**src/rtl/matmul_job_scheduler_if.sv**
```systemverilog
`default_nettype none
// +-----------------------------------------------------------------------+
// | matmul_job_scheduler_if : requester and engine signals of the job     |
// | scheduler; master = scheduler side, slave = environment side.         |
// | Revision 1.0                                                          |
// +-----------------------------------------------------------------------+
interface matmul_job_scheduler_if #(
   parameter int NREQ  = 4,
   parameter int DIM_W = 5
);
   logic [NREQ-1:0]          req;
   logic [NREQ*4*DIM_W-1:0]  req_dims;
   logic [NREQ-1:0]          gnt;
   logic                     rsp_valid;
   logic                     rsp_err;
   logic [2:0]               rsp_id;
   logic                     busy;
   logic [2:0]               mm_src_id;
   logic                     mm_clear;
   logic                     mm_enable;
   logic [191:0]             mm_op_reg;
   logic                     mm_done;

   modport master (
      input  req, req_dims, mm_done,
      output gnt, rsp_valid, rsp_err, rsp_id, busy,
             mm_src_id, mm_clear, mm_enable, mm_op_reg
   );

   modport slave (
      output req, req_dims, mm_done,
      input  gnt, rsp_valid, rsp_err, rsp_id, busy,
             mm_src_id, mm_clear, mm_enable, mm_op_reg
   );
endinterface
`default_nettype wire

```
**src/rtl/matmul_job_scheduler.sv**
```systemverilog
`default_nettype none
// +-----------------------------------------------------------------------+
// | matmul_job_scheduler : round-robin sharing of one matrix engine,      |
// | with dimension checking, clear/launch sequencing and done timeout.    |
// | Revision 1.0                                                          |
// +-----------------------------------------------------------------------+
module matmul_job_scheduler #(
   parameter int NREQ    = 4,
   parameter int DIM_W   = 5,
   parameter int MAX_DIM = 15,
   parameter int TIMEOUT = 8191
) (
   input  wire logic                  clk,
   input  wire logic                  reset,
   matmul_job_scheduler_if.master     bus
);
   localparam int JOB_W = 4 * DIM_W;
   localparam int CNT_W = $clog2(TIMEOUT + 1);

   typedef enum logic [2:0] {
      ST_IDLE    = 3'd0,
      ST_CLEAR   = 3'd1,
      ST_LAUNCH  = 3'd2,
      ST_WAIT_LO = 3'd3,
      ST_WAIT_HI = 3'd4,
      ST_RESP    = 3'd5
   } state_t;

   state_t             state_q, state_d;
   logic [2:0]         ptr_q, ptr_d;
   logic [2:0]         id_q, id_d;
   logic               err_q, err_d;
   logic               loaded_q, loaded_d;
   logic [JOB_W-1:0]   dims_q, dims_d;
   logic [CNT_W-1:0]   tmo_q, tmo_d;

   logic [7:0]         req_ext;
   logic [8*JOB_W-1:0] dims_ext;
   logic [3:0]         slot;
   logic               found;
   logic [2:0]         winner;
   logic [JOB_W-1:0]   win_dims;
   logic               legal;
   logic               accept;
   logic [7:0]         gnt_full;
   logic               clear_w, enable_w, go_w, rsp_w;

   function automatic logic in_range(input logic [DIM_W-1:0] v);
      return (v != '0) && (int'(v) <= MAX_DIM);
   endfunction

   assign req_ext  = 8'(bus.req);
   assign dims_ext = (8*JOB_W)'(bus.req_dims);

   // First pending request at or after the pointer, wrapping at NREQ.
   always_comb begin
      found  = 1'b0;
      winner = '0;
      slot   = '0;
      for (int k = 0; k < NREQ; k++) begin
         slot = {1'b0, ptr_q} + 4'(k);
         if (slot >= 4'(NREQ)) slot = slot - 4'(NREQ);
         if (!found && req_ext[slot[2:0]]) begin
            found  = 1'b1;
            winner = slot[2:0];
         end
      end
   end

   assign win_dims = dims_ext[int'(winner)*JOB_W +: JOB_W];
   assign legal    = in_range(win_dims[DIM_W-1:0])
                   && in_range(win_dims[2*DIM_W-1:DIM_W])
                   && in_range(win_dims[3*DIM_W-1:2*DIM_W])
                   && in_range(win_dims[4*DIM_W-1:3*DIM_W])
                   && (win_dims[2*DIM_W-1:DIM_W] == win_dims[3*DIM_W-1:2*DIM_W]);
   // Gating with reset keeps the combinational grant at 0 while reset is held.
   assign accept   = (state_q == ST_IDLE) && found && reset;

   always_comb begin
      state_d  = state_q;
      ptr_d    = ptr_q;
      id_d     = id_q;
      err_d    = err_q;
      loaded_d = loaded_q;
      dims_d   = dims_q;
      tmo_d    = tmo_q;
      gnt_full = '0;
      clear_w  = 1'b0;
      enable_w = 1'b0;
      go_w     = 1'b0;
      rsp_w    = 1'b0;
      case (state_q)
         ST_IDLE: begin
            if (accept) begin
               gnt_full = 8'd1 << winner;
               id_d     = winner;
               if (legal) begin
                  dims_d   = win_dims;
                  loaded_d = 1'b1;
                  err_d    = 1'b0;
                  state_d  = ST_CLEAR;
               end else begin
                  err_d    = 1'b1;
                  state_d  = ST_RESP;
               end
            end
         end
         ST_CLEAR: begin
            clear_w = 1'b1;
            state_d = ST_LAUNCH;
         end
         ST_LAUNCH: begin
            enable_w = 1'b1;
            go_w     = 1'b1;
            tmo_d    = '0;
            state_d  = ST_WAIT_LO;
         end
         ST_WAIT_LO, ST_WAIT_HI: begin
            tmo_d = tmo_q + 1'b1;
            if (state_q == ST_WAIT_LO && !bus.mm_done) begin
               state_d = ST_WAIT_HI;
            end else if (state_q == ST_WAIT_HI && bus.mm_done) begin
               err_d   = 1'b0;
               state_d = ST_RESP;
            end else if (tmo_q == CNT_W'(TIMEOUT - 1)) begin
               err_d   = 1'b1;
               state_d = ST_RESP;
            end
         end
         ST_RESP: begin
            rsp_w   = 1'b1;
            ptr_d   = (id_q == 3'(NREQ - 1)) ? 3'd0 : id_q + 3'd1;
            state_d = ST_IDLE;
         end
         default: state_d = ST_IDLE;
      endcase
   end

   always_ff @(posedge clk or negedge reset) begin
      if (!reset) begin
         state_q  <= ST_IDLE;
         ptr_q    <= '0;
         id_q     <= '0;
         err_q    <= 1'b0;
         loaded_q <= 1'b0;
         dims_q   <= '0;
         tmo_q    <= '0;
      end else begin
         state_q  <= state_d;
         ptr_q    <= ptr_d;
         id_q     <= id_d;
         err_q    <= err_d;
         loaded_q <= loaded_d;
         dims_q   <= dims_d;
         tmo_q    <= tmo_d;
      end
   end

   assign bus.gnt       = gnt_full[NREQ-1:0];
   assign bus.rsp_valid = rsp_w;
   assign bus.rsp_err   = rsp_w & err_q;
   assign bus.rsp_id    = id_q;
   assign bus.busy      = (state_q != ST_IDLE);
   assign bus.mm_src_id = id_q;
   assign bus.mm_clear  = clear_w;
   assign bus.mm_enable = enable_w;
   // Words from MSB: go, hB, wB, hA, wA, opcode.
   assign bus.mm_op_reg = {31'd0, go_w,
                           32'(dims_q[4*DIM_W-1:3*DIM_W]),
                           32'(dims_q[3*DIM_W-1:2*DIM_W]),
                           32'(dims_q[2*DIM_W-1:DIM_W]),
                           32'(dims_q[DIM_W-1:0]),
                           31'd0, loaded_q};
endmodule
`default_nettype wire

```
**src/flat_wrapper.sv**
```systemverilog
// flat-port wrapper written by rule: the top's interface ports become plain ports
module matmul_job_scheduler_flat 
#(
   parameter int NREQ    = 4,
   parameter int DIM_W   = 5,
   parameter int MAX_DIM = 15,
   parameter int TIMEOUT = 8191
)
  (clk, reset, bus_req, bus_req_dims, bus_mm_done, bus_gnt, bus_rsp_valid, bus_rsp_err, bus_rsp_id, bus_busy, bus_mm_src_id, bus_mm_clear, bus_mm_enable, bus_mm_op_reg);
  matmul_job_scheduler_if #(.NREQ(NREQ), .DIM_W(DIM_W)) bus_i ();
  input  wire logic clk;
  input  wire logic reset;
  input wire logic [$bits(bus_i.req)-1:0] bus_req;
  input wire logic [$bits(bus_i.req_dims)-1:0] bus_req_dims;
  input wire logic [$bits(bus_i.mm_done)-1:0] bus_mm_done;
  output wire logic [$bits(bus_i.gnt)-1:0] bus_gnt;
  output wire logic [$bits(bus_i.rsp_valid)-1:0] bus_rsp_valid;
  output wire logic [$bits(bus_i.rsp_err)-1:0] bus_rsp_err;
  output wire logic [$bits(bus_i.rsp_id)-1:0] bus_rsp_id;
  output wire logic [$bits(bus_i.busy)-1:0] bus_busy;
  output wire logic [$bits(bus_i.mm_src_id)-1:0] bus_mm_src_id;
  output wire logic [$bits(bus_i.mm_clear)-1:0] bus_mm_clear;
  output wire logic [$bits(bus_i.mm_enable)-1:0] bus_mm_enable;
  output wire logic [$bits(bus_i.mm_op_reg)-1:0] bus_mm_op_reg;
  assign bus_i.req = bus_req;
  assign bus_i.req_dims = bus_req_dims;
  assign bus_i.mm_done = bus_mm_done;
  assign bus_gnt = bus_i.gnt;
  assign bus_rsp_valid = bus_i.rsp_valid;
  assign bus_rsp_err = bus_i.rsp_err;
  assign bus_rsp_id = bus_i.rsp_id;
  assign bus_busy = bus_i.busy;
  assign bus_mm_src_id = bus_i.mm_src_id;
  assign bus_mm_clear = bus_i.mm_clear;
  assign bus_mm_enable = bus_i.mm_enable;
  assign bus_mm_op_reg = bus_i.mm_op_reg;
  matmul_job_scheduler #(.NREQ(NREQ), .DIM_W(DIM_W), .MAX_DIM(MAX_DIM), .TIMEOUT(TIMEOUT)) u_core (.clk(clk), .reset(reset), .bus(bus_i));
endmodule
```
**config.mk**
```make
export PLATFORM = sky130hd
export DESIGN_NAME = matmul_job_scheduler_flat
export DESIGN_NICKNAME = d
export VERILOG_FILES = /design/src/rtl/matmul_job_scheduler_if.sv /design/src/rtl/matmul_job_scheduler.sv /design/src/flat_wrapper.sv
export SDC_FILE = /design/constraint.sdc
export NUM_CORES = 1
export LEC_CHECK = 0
export ABC_AREA = 1
export CAP_MARGIN = 40
export CORE_AREA = 2 2 114 116
export DETAILED_ROUTE_END_ITERATION = 16
export DIE_AREA = 0 0 116 118
export GPL_TIMING_DRIVEN = 0
export MAX_ROUTING_LAYER = met4
export PLACE_DENSITY_LB_ADDON = 0.05
export SYNTH_ARGS = -nofsm -noshare
export SYNTH_HDL_FRONTEND = slang
export SYNTH_SLANG_ARGS = --single-unit
```
**constraint.sdc**
```tcl
create_clock -name clk -period 7.8 [get_ports clk]
set_input_delay 1.95 -clock clk [delete_from_list [all_inputs] [get_ports clk]]
set_output_delay 1.95 -clock clk [all_outputs]
set_load 0.1 [all_outputs]
```
# Word level (Yosys, flattened, before mapping)
# Cells that the tools add are included.
# Widths: inputs -> output; s select.
# word_totals
register_bits,44
wordCells,115
# op_classes
n_addsub,9
n_mul,1
n_lt_le_gt_ge,12
n_eq_ne,12
shifts,2
mux,39
bitwise_logic,1
n_reduce_logical,32
# ops
op,count
$shiftx 160x32->20,1
$mux 3,14
$pmux 13 s2,1
$le 5x4->1 const B,4
$reduce_bool 5->1,4
$lt 3x4->1 const B,4
$mux 1,16
$logic_and 1x1->1,15
$add 13x1->13 const B,1
$eq 13x13->1 const B,1
$bmux 1 s3,4
$ge 4x3->1 const B,3
$pmux 3 s4,1
$sub 3x3->3 const B,4
$eq 3x2->1 const B,3
$add 3x2->4 const B,2
$mux 4,2
$eq 3x3->1 const B,2
$mul 3x3->6 const B,1
$eq 5x5->1,1
$add 3x1->4 const B,1
$logic_not 1->1,4
$ne 4x1->1 const B,1
$reduce_and 2->1,2
15 further kinds,16

# Longest topological paths before layout
# Gate-level depths: netlist of run 1.
# logic_depth
depth_word,25
depth_mapped,25

# Worst setup path before layout of run 1
# OpenSTA, ideal clock, no wires.
# synth_timing
path_kind,input -> output
start,input port bus_req[2]
end,output port bus_gnt[3]
arrival_ps,4225
slack_ps,1625
cell_stages,13
n_path_buf,1
path_cell_list,nand2_1 nand3_2 nand2_2 nor2_8 nand2_2 nand2_1 nand2_1 nand3_2 nand2_2 inv_2 buf_4 nand2_1 nor2_1
# synth_between
elab_chain_len,16
elab_cells_between_ends,27
cone_classes,shift (1); mux (18); reduce/logical (8)
# synth_lines
item,line_no,source
from (decl),flat_wrapper.sv:13,input wire logic [$bits(bus_i.req)-1:0] bus_req;
$bmux 1 s3,matmul_job_scheduler.sv:63,if (!found && req_ext[slot[2:0]]) begin
$mux 1 (implied by the code),matmul_job_scheduler.sv:63,
$mux 1,matmul_job_scheduler.sv:63,
$logic_not 1->1,matmul_job_scheduler.sv:63,
$logic_and 1x1->1,matmul_job_scheduler.sv:63,
$mux 1,matmul_job_scheduler.sv:63,
$logic_not 1->1,matmul_job_scheduler.sv:63,
$logic_and 1x1->1,matmul_job_scheduler.sv:63,
$mux 1,matmul_job_scheduler.sv:63,
$logic_not 1->1,matmul_job_scheduler.sv:63,
$logic_and 1x1->1,matmul_job_scheduler.sv:63,
$mux 1,matmul_job_scheduler.sv:63,
$logic_and 1x1->1 (2 in series),matmul_job_scheduler.sv:77,assign accept = (state_q == ST_IDLE) && found && reset;
$mux 4 (*),matmul_job_scheduler.sv:94,if (accept) begin
$mux 4 (*),matmul_job_scheduler.sv:92,case (state_q)
to (decl),flat_wrapper.sv:16,output wire logic [$bits(bus_i.gnt)-1:0] bus_gnt;
# Every way passes the cells marked *; elsewhere a longest branch is shown, timed or not. The select of a mux whose other input is x is not followed.

# Final worst setup path of run 1
# layout_timing
start,input port bus_req[3]
end,output port bus_gnt[1]
# The elaborated chain is that of the path after synthesis.

==> results of run 1 <==
==> power breakdown <==
group	leakage [nW]	total [mW]	switching (mW)	internal, mW
Combinational	3.86	3.22	2.18	1.04
Clock	0.0871	0.248	0.0877	0.160
Sequential	0.593	0.313	0.0402	0.273
==> area by class of cell <==
class | instances | area (um^2)
flip-flops and latches | 44 | 1100
clock buffers | 6 | 139
multi-input cells | 620 | 2870
clock inverters | 2 | 38.8
plain buffers | 198 | 1510
well taps | 172 | 215
fillers | 1179 | 4330
repair buffers | 161 | 1960
inverters | 65 | 246
==> kinds of logic after synthesis <==
group                      Yosys count
other                                1
xor gates and xnor gates             3
DFF                                 44
muxes                                1
and+or+nand+nor                    410
AOI/OAI and AO/OA                   31
adders and majority gates            5
buffers and inverters              263
==> cell usage in the layout, fill, tap and decap left out, drive strengths merged <==
cell,netlist,layout
a21oi,5,5
and2,1,1
buf,198,237
bufinv,0,1
clkbuf,0,6
clkdlybuf4s50,0,122
clkinv,1,2
conb,1,170
dfrtp,44,44
ha,5,5
inv,64,64
mux2,1,1
nand2,223,223
nand3,106,106
nand3b,10,10
nand4,21,21
nor2,45,45
nor3,3,3
o211ai,1,1
o21ai,21,21
o22ai,4,4
or2,1,1
xor2,3,3
==> registers in the layout (all words and copies together) (netlist names) <==
| register | cells |
|---|---|
| u_core.err_q | 1 |
| u_core.tmo_q | 13 |
| u_core.ptr_q | 3 |
| u_core.bus.mm_src_id | 3 |
| u_core.state_q | 3 |
| u_core.loaded_q | 1 |
| u_core.dims_q | 20 |
==> critical path: stages <==
cell and delay [ns]:
clkdlybuf4s50_1 0.49, inv_1 0.05, nand2_1 0.08, nand3_2 0.12, nand2_4 0.12, inv_2 0.05, nand4_1 0.11, nand3_1 0.12
inv_1 0.19, buf_2 0.26, nand3_1 0.15, nor2_1 0.16, clkdlybuf4s50_1 0.56, buf_8 0.21
==> worst paths after layout <==
kind | slack (ns) | startpoint | end
worst max-delay path | 1.22 | bus_req[3] | bus_gnt[1]
worst max register to register | 4.51 | u_core.ptr_q[0]$_DFFE_PN0P_ | u_core.dims_q[15]$_DFFE_PN0P_
max in group asynchronous | 5.82 | reset | u_core.tmo_q[2]$_DFFE_PN0P_
worst min register to register | 0.47 | u_core.dims_q[14]$_DFFE_PN0P_ | u_core.dims_q[14]$_DFFE_PN0P_
min in group asynchronous | 1.52 | reset | u_core.dims_q[15]$_DFFE_PN0P_
worst min-delay path | 0.47 | u_core.dims_q[14]$_DFFE_PN0P_ | u_core.dims_q[14]$_DFFE_PN0P_
==> metrics by stage <==
step | total power, mW | instance area [um^2] | setup WS, ns
6_report | 3.78 | 8090 | 1.22
5_1_grt | 4.10 | 8090 | 1.00
4_1_cts | 3.78 | 8090 | 1.20
3_5_place_dp | 3.52 | 7910 | 1.23
3_3_place_gp | 3.31 | 7170 | -0.451
2_1_floorplan | 2.74 | 5730 | 1.63
==> metal layers <==
layer  up-vias  part of all wire [%]
met3         9                   6.6
met5         -                     0
met2       185                    51
met1      2251                    41
met4         0                  0.75
li1       2738                     -
==> run_results.csv, run 1 <==
group,metric,value,unit
cts,cts.htree.levels,2,
timing,fin_crit_sh,84.4,%
die,io_pins,294,
timing,fin_tns_setup,0,ns
logic_synthesis,synthTopCellsByArea,"buf_4 (26%), dfrtp_1 (22%), nand2_1 (15%)",
logic_synthesis,ys.flop_type,"dfrtp_1",
logic_synthesis,synth.top_cells.by_count,"nand2_1 (200), buf_4 (179), nand3_1 (99)",
timing,rsz0062_at_grt,"false",
global_routing,grt_max_degree,38,
layout,diodes,0,
timing,relSlewSlack,55.0,%
global_routing,use_met1,26.0,%
detailed_routing,drc,0,
run,maxCapViolations,0,
die,die_area,0.0137,mm^2
timing,maxSlewViolCount,0,
min_path,min_path_cells,2,
logic_synthesis,yosysMostFrequentCell,"nand2_1",
die,fp.dieW,116,um
global_routing,use_met3,3.04,%
layout,final_util,65.1,%
critical_path,crit_fanout,10,
cts,clock_sinks,44,
global_routing,grt_use_met2,39.0,%
layout,drive_above_1_share,26.6,%
die,fp-row-count,41,
place,gp_congestion,0.969,
critical_path,cp-end-kind,"primary output",
logic_synthesis,yosysTopAreaCell,"buf_4",
timing,fin_skew,0.00705,ns
timing,fmax,152,MHz
global_routing,grt_usage,21.7,%
cts,cts_buffers,5,
logic_synthesis,yosys.area_share.simple,38.7,%
critical_path,critical_path_class,"input port to primary output",
status,status,"completed",
cts,cts_max_path_buffers,2,
detailed_routing,drt-initial-drc-count,262,
timing,setup_viol,0,
die,coreArea,0.0124,mm^2
timing,fin_hold_ws,0.466,ns
critical_path,critPathArrivalTime,4.63,ns
critical_path,critPathLaunchType,"input port",
place,dp_hpwl,12.4,mm
logic_synthesis,avgSynthCellArea,6.72,um^2
critical_path,reg2regPathDepth,23,
power_and_ir_drop,p_per_area,467,mW/mm^2
cts,cts-root-buf,"clkbuf_16",
global_routing,top_usage_layer,"met2",
global_routing,grt_overflow,0,
power_and_ir_drop,peakVddDrop,300,uV
detailed_routing,final_antenna_net_count,0,
logic_synthesis,syn_area,0.00509,mm^2
detailed_routing,post_drt_wl_per_cell,11.7,um
global_routing,antenna_found_initial,0,
place,place_inst,1260,
layout,final-instance-count-excl-fill,1268,
cts,tritoncts,"built",
logic_synthesis,synth-xor-area-share,0.516,%
cts,path_clk_slew,0.07,ns
global_routing,grt_pass1_vias,4886,
min_path,hold_class,"flop to flop",
die,start_util,41.0,%
global_routing,grt_pass1_wl,23.5,mm
cts,clk_latency,0.28,ns
cts,ctsResizeCount,0,
logic_synthesis,synth_seq_cells,44,
logic_synthesis,yosys.area.top_type_share,26.4,%
logic_synthesis,synth_top_family_by_area,"simple AND/OR/NAND/NOR gates",
detailed_routing,via_count,5183,
logic_synthesis,synth_compound_area_share,3.19,%
timing,period_needed,6.58,ns
logic_synthesis,netlist_instances,758,
layout,finalNetCount,1187,
critical_path,required,5.85,ns
detailed_routing,viasPerCell,4.09,
logic_synthesis,synthArstFlopShare,100,%
timing,worstMarginPinSlew,0.673,ns
place,port_buffers,123,
logic_synthesis,synth_fa_ha_area_share,1.23,%
die,die_h,118,um
detailed_routing,dr.pass1.iters,4,
logic_synthesis,synth_edf_count,0,
logic_synthesis,yosysWarnings,0,
logic_synthesis,synth_mux_area_share,0.221,%
layout,area_growth,58.7,%
cts,cts_setup_buffers,0,
power_and_ir_drop,p_leak,4.54,nW
logic_synthesis,ys_seq_area_share,21.6,%
timing,hold_viol_final,0,
detailed_routing,routed_wirelength,14.8,mm
cts,cts_hold_buffers,0,
logic_synthesis,synth_cell_type_count,34,
No activity file was read; power rests on OpenSTA's default activity.
==> run 2, diff against run 1 <==
- CORE_AREA: 2 2 114 116 -> 2 2 122 124
- DIE_AREA: 0 0 116 118 -> 0 0 124 126
- clock period: 7.8 -> 5.9 ns (I/O delays scaled with it)
==> run_results.csv, run 2 (synthesized netlist as in run 1, its figures left out) <==
group,metric,value,unit
status,status,"completed",
global_routing,grt_max_degree,25,
timing,maxSlewViolCount,0,
cts,path_clk_slew,0.05,ns
cts,clock_sinks,44,
power_and_ir_drop,p_per_area,618,mW/mm^2
detailed_routing,viasPerCell,4.00,
critical_path,critPathLaunch,"bus_req[3]",
global_routing,antenna_found_initial,0,
cts,cts_setup_buffers,0,
cts,clk_latency,0.28,ns
global_routing,grt_pass1_vias,4855,
die,start_util,35.6,%
global_routing,grt_usage,19.2,%
detailed_routing,routed_wirelength,14.4,mm
layout,finalNetCount,1187,
place,place_ws,0.302,ns
layout,layout_common_cells,"nand2_1 (200), buf_4 (179), conb_1 (170), clkdlybuf4s50_1 (122), nand3_1 (99)",
cts,cts_buffers,5,
layout,regMostFlops,"u_core.dims_q",
min_path,hold_start,"u_core.loaded_q$_DFFE_PN0P_",
layout,diodes,0,
die,die_area,0.0156,mm^2
power_and_ir_drop,peakVddDrop,412,uV
timing,period_needed,5.59,ns
global_routing,grt_overflow,0,
timing,relSlewSlack,53.7,%
power_and_ir_drop,p_leak,4.51,nW
layout,drive_above_1_share,26.4,%
timing,fmax,179,MHz
critical_path,required,4.43,ns
die,fp.dieW,124,um
critical_path,critical_path_class,"input port to primary output",
timing,fin_ws,0.312,ns
die,io_pins,294,
place,placed_area,0.00786,mm^2
timing,fin_tns_setup,0,ns
min_path,hold_class,"flop to flop",
layout,area_growth,57.4,%
layout,layout_commonest_cell,"nand2_1",
layout,final-instance-count-excl-fill,1278,
timing,rsz0062_at_grt,"false",
cts,cts.htree.levels,2,
layout,largest_register_ff_count,20,
die,coreArea,0.0143,mm^2
global_routing,grt_pass1_wl,23.4,mm
cts,tritoncts,"built",
place,dp_hpwl,12.2,mm
timing,fin_crit_sh,94.7,%
layout,design_area,0.00802,mm^2
layout,reg_top3,"u_core.dims_q x20, u_core.tmo_q x13",
detailed_routing,drc,0,
place,port_buffers,123,
detailed_routing,post_drt_wl_per_cell,11.3,um
timing,worstMarginPinSlew,0.692,ns
timing,fin_skew,0.00805,ns
timing,hold_viol_final,0,
detailed_routing,final_antenna_net_count,0,
critical_path,critPathArrivalTime,4.11,ns
detailed_routing,via_count,5113,
power_and_ir_drop,power,4.96,mW
die,fp-row-count,44,
die,die_h,126,um
critical_path,critPathLaunchType,"input port",
layout,final_util,56.0,%
critical_path,crit_fanout,10,
detailed_routing,dr.pass1.iters,4,
run,maxCapViolations,0,
place,gp_congestion,0.858,
cts,cts-root-buf,"clkbuf_16",
timing,setup_viol,0,
place,place_inst,1272,
cts,cts_max_path_buffers,2,
timing,fin_hold_ws,0.460,ns
critical_path,reg2reg_from,"u_core.ptr_q[0]$_DFFE_PN0P_",
detailed_routing,drt-initial-drc-count,272,
critical_path,cp-end-kind,"primary output",
## run 2: timing repair
action                                  4_1_cts  5_1_grt
endpoints found under the setup margin        0        1
hold buffers                                  0        0
resized for setup                             0        1
## run 2: routing by layer
metal / share of wire, % / vias to the layer above / wire length (um) / global-route usage [%]
met5: 0 / - / 0 / -
met4: 2.0 / 0 / 291 / 4.36
met3: 7.3 / 21 / 1050 / 2.72
met2: 48 / 184 / 6990 / 32.6
met1: 42 / 2177 / 6100 / 24.0
li1: - / 2731 / - / -
## run 2: cell type report
cell class,instances,area (um^2)
Timing Repair Buffer,161,1900
Tap cell,184,230
Clock buffer,5,125
Clock inverter,1,30.0
Buffer,198,1510
Inverter,65,246
Multi-Input combinational cell,620,2870
Sequential cell,44,1100
Fill cell,1434,6300
## run 2: final timing paths
kind / end / slack (ns) / cells after the start
min reg2reg: u_core.loaded_q$_DFFE_PN0P_ / 0.46 / 2
max: bus_gnt[0] / 0.31 / 14
max in group asynchronous: u_core.tmo_q[4]$_DFFE_PN0P_ / 4.21 / 2
max reg2reg: u_core.dims_q[3]$_DFFE_PN0P_ / 2.58 / 21
min: u_core.loaded_q$_DFFE_PN0P_ / 0.46 / 2
min in group asynchronous: u_core.dims_q[15]$_DFFE_PN0P_ / 1.17 / 1
## run 2: critical path, stage by stage
cell	delay, ns
clkdlybuf4s50_1	0.50
inv_1	0.05
nand2_1	0.09
nand3_2	0.12
nand2_4	0.12
inv_2	0.05
nand4_1	0.12
nand3_1	0.13
inv_1	0.18
clkbuf_4	0.24
nand2_1	0.08
nor2_1	0.14
clkdlybuf4s50_1	0.61
buf_16	0.20
## run 2: power by group
group          internal (mW)  leakage [nW]  switching [mW]
clock                  0.195        0.0757           0.106
sequential             0.360         0.593          0.0528
combinational           1.36          3.84            2.88
total                   1.91          4.51            3.04
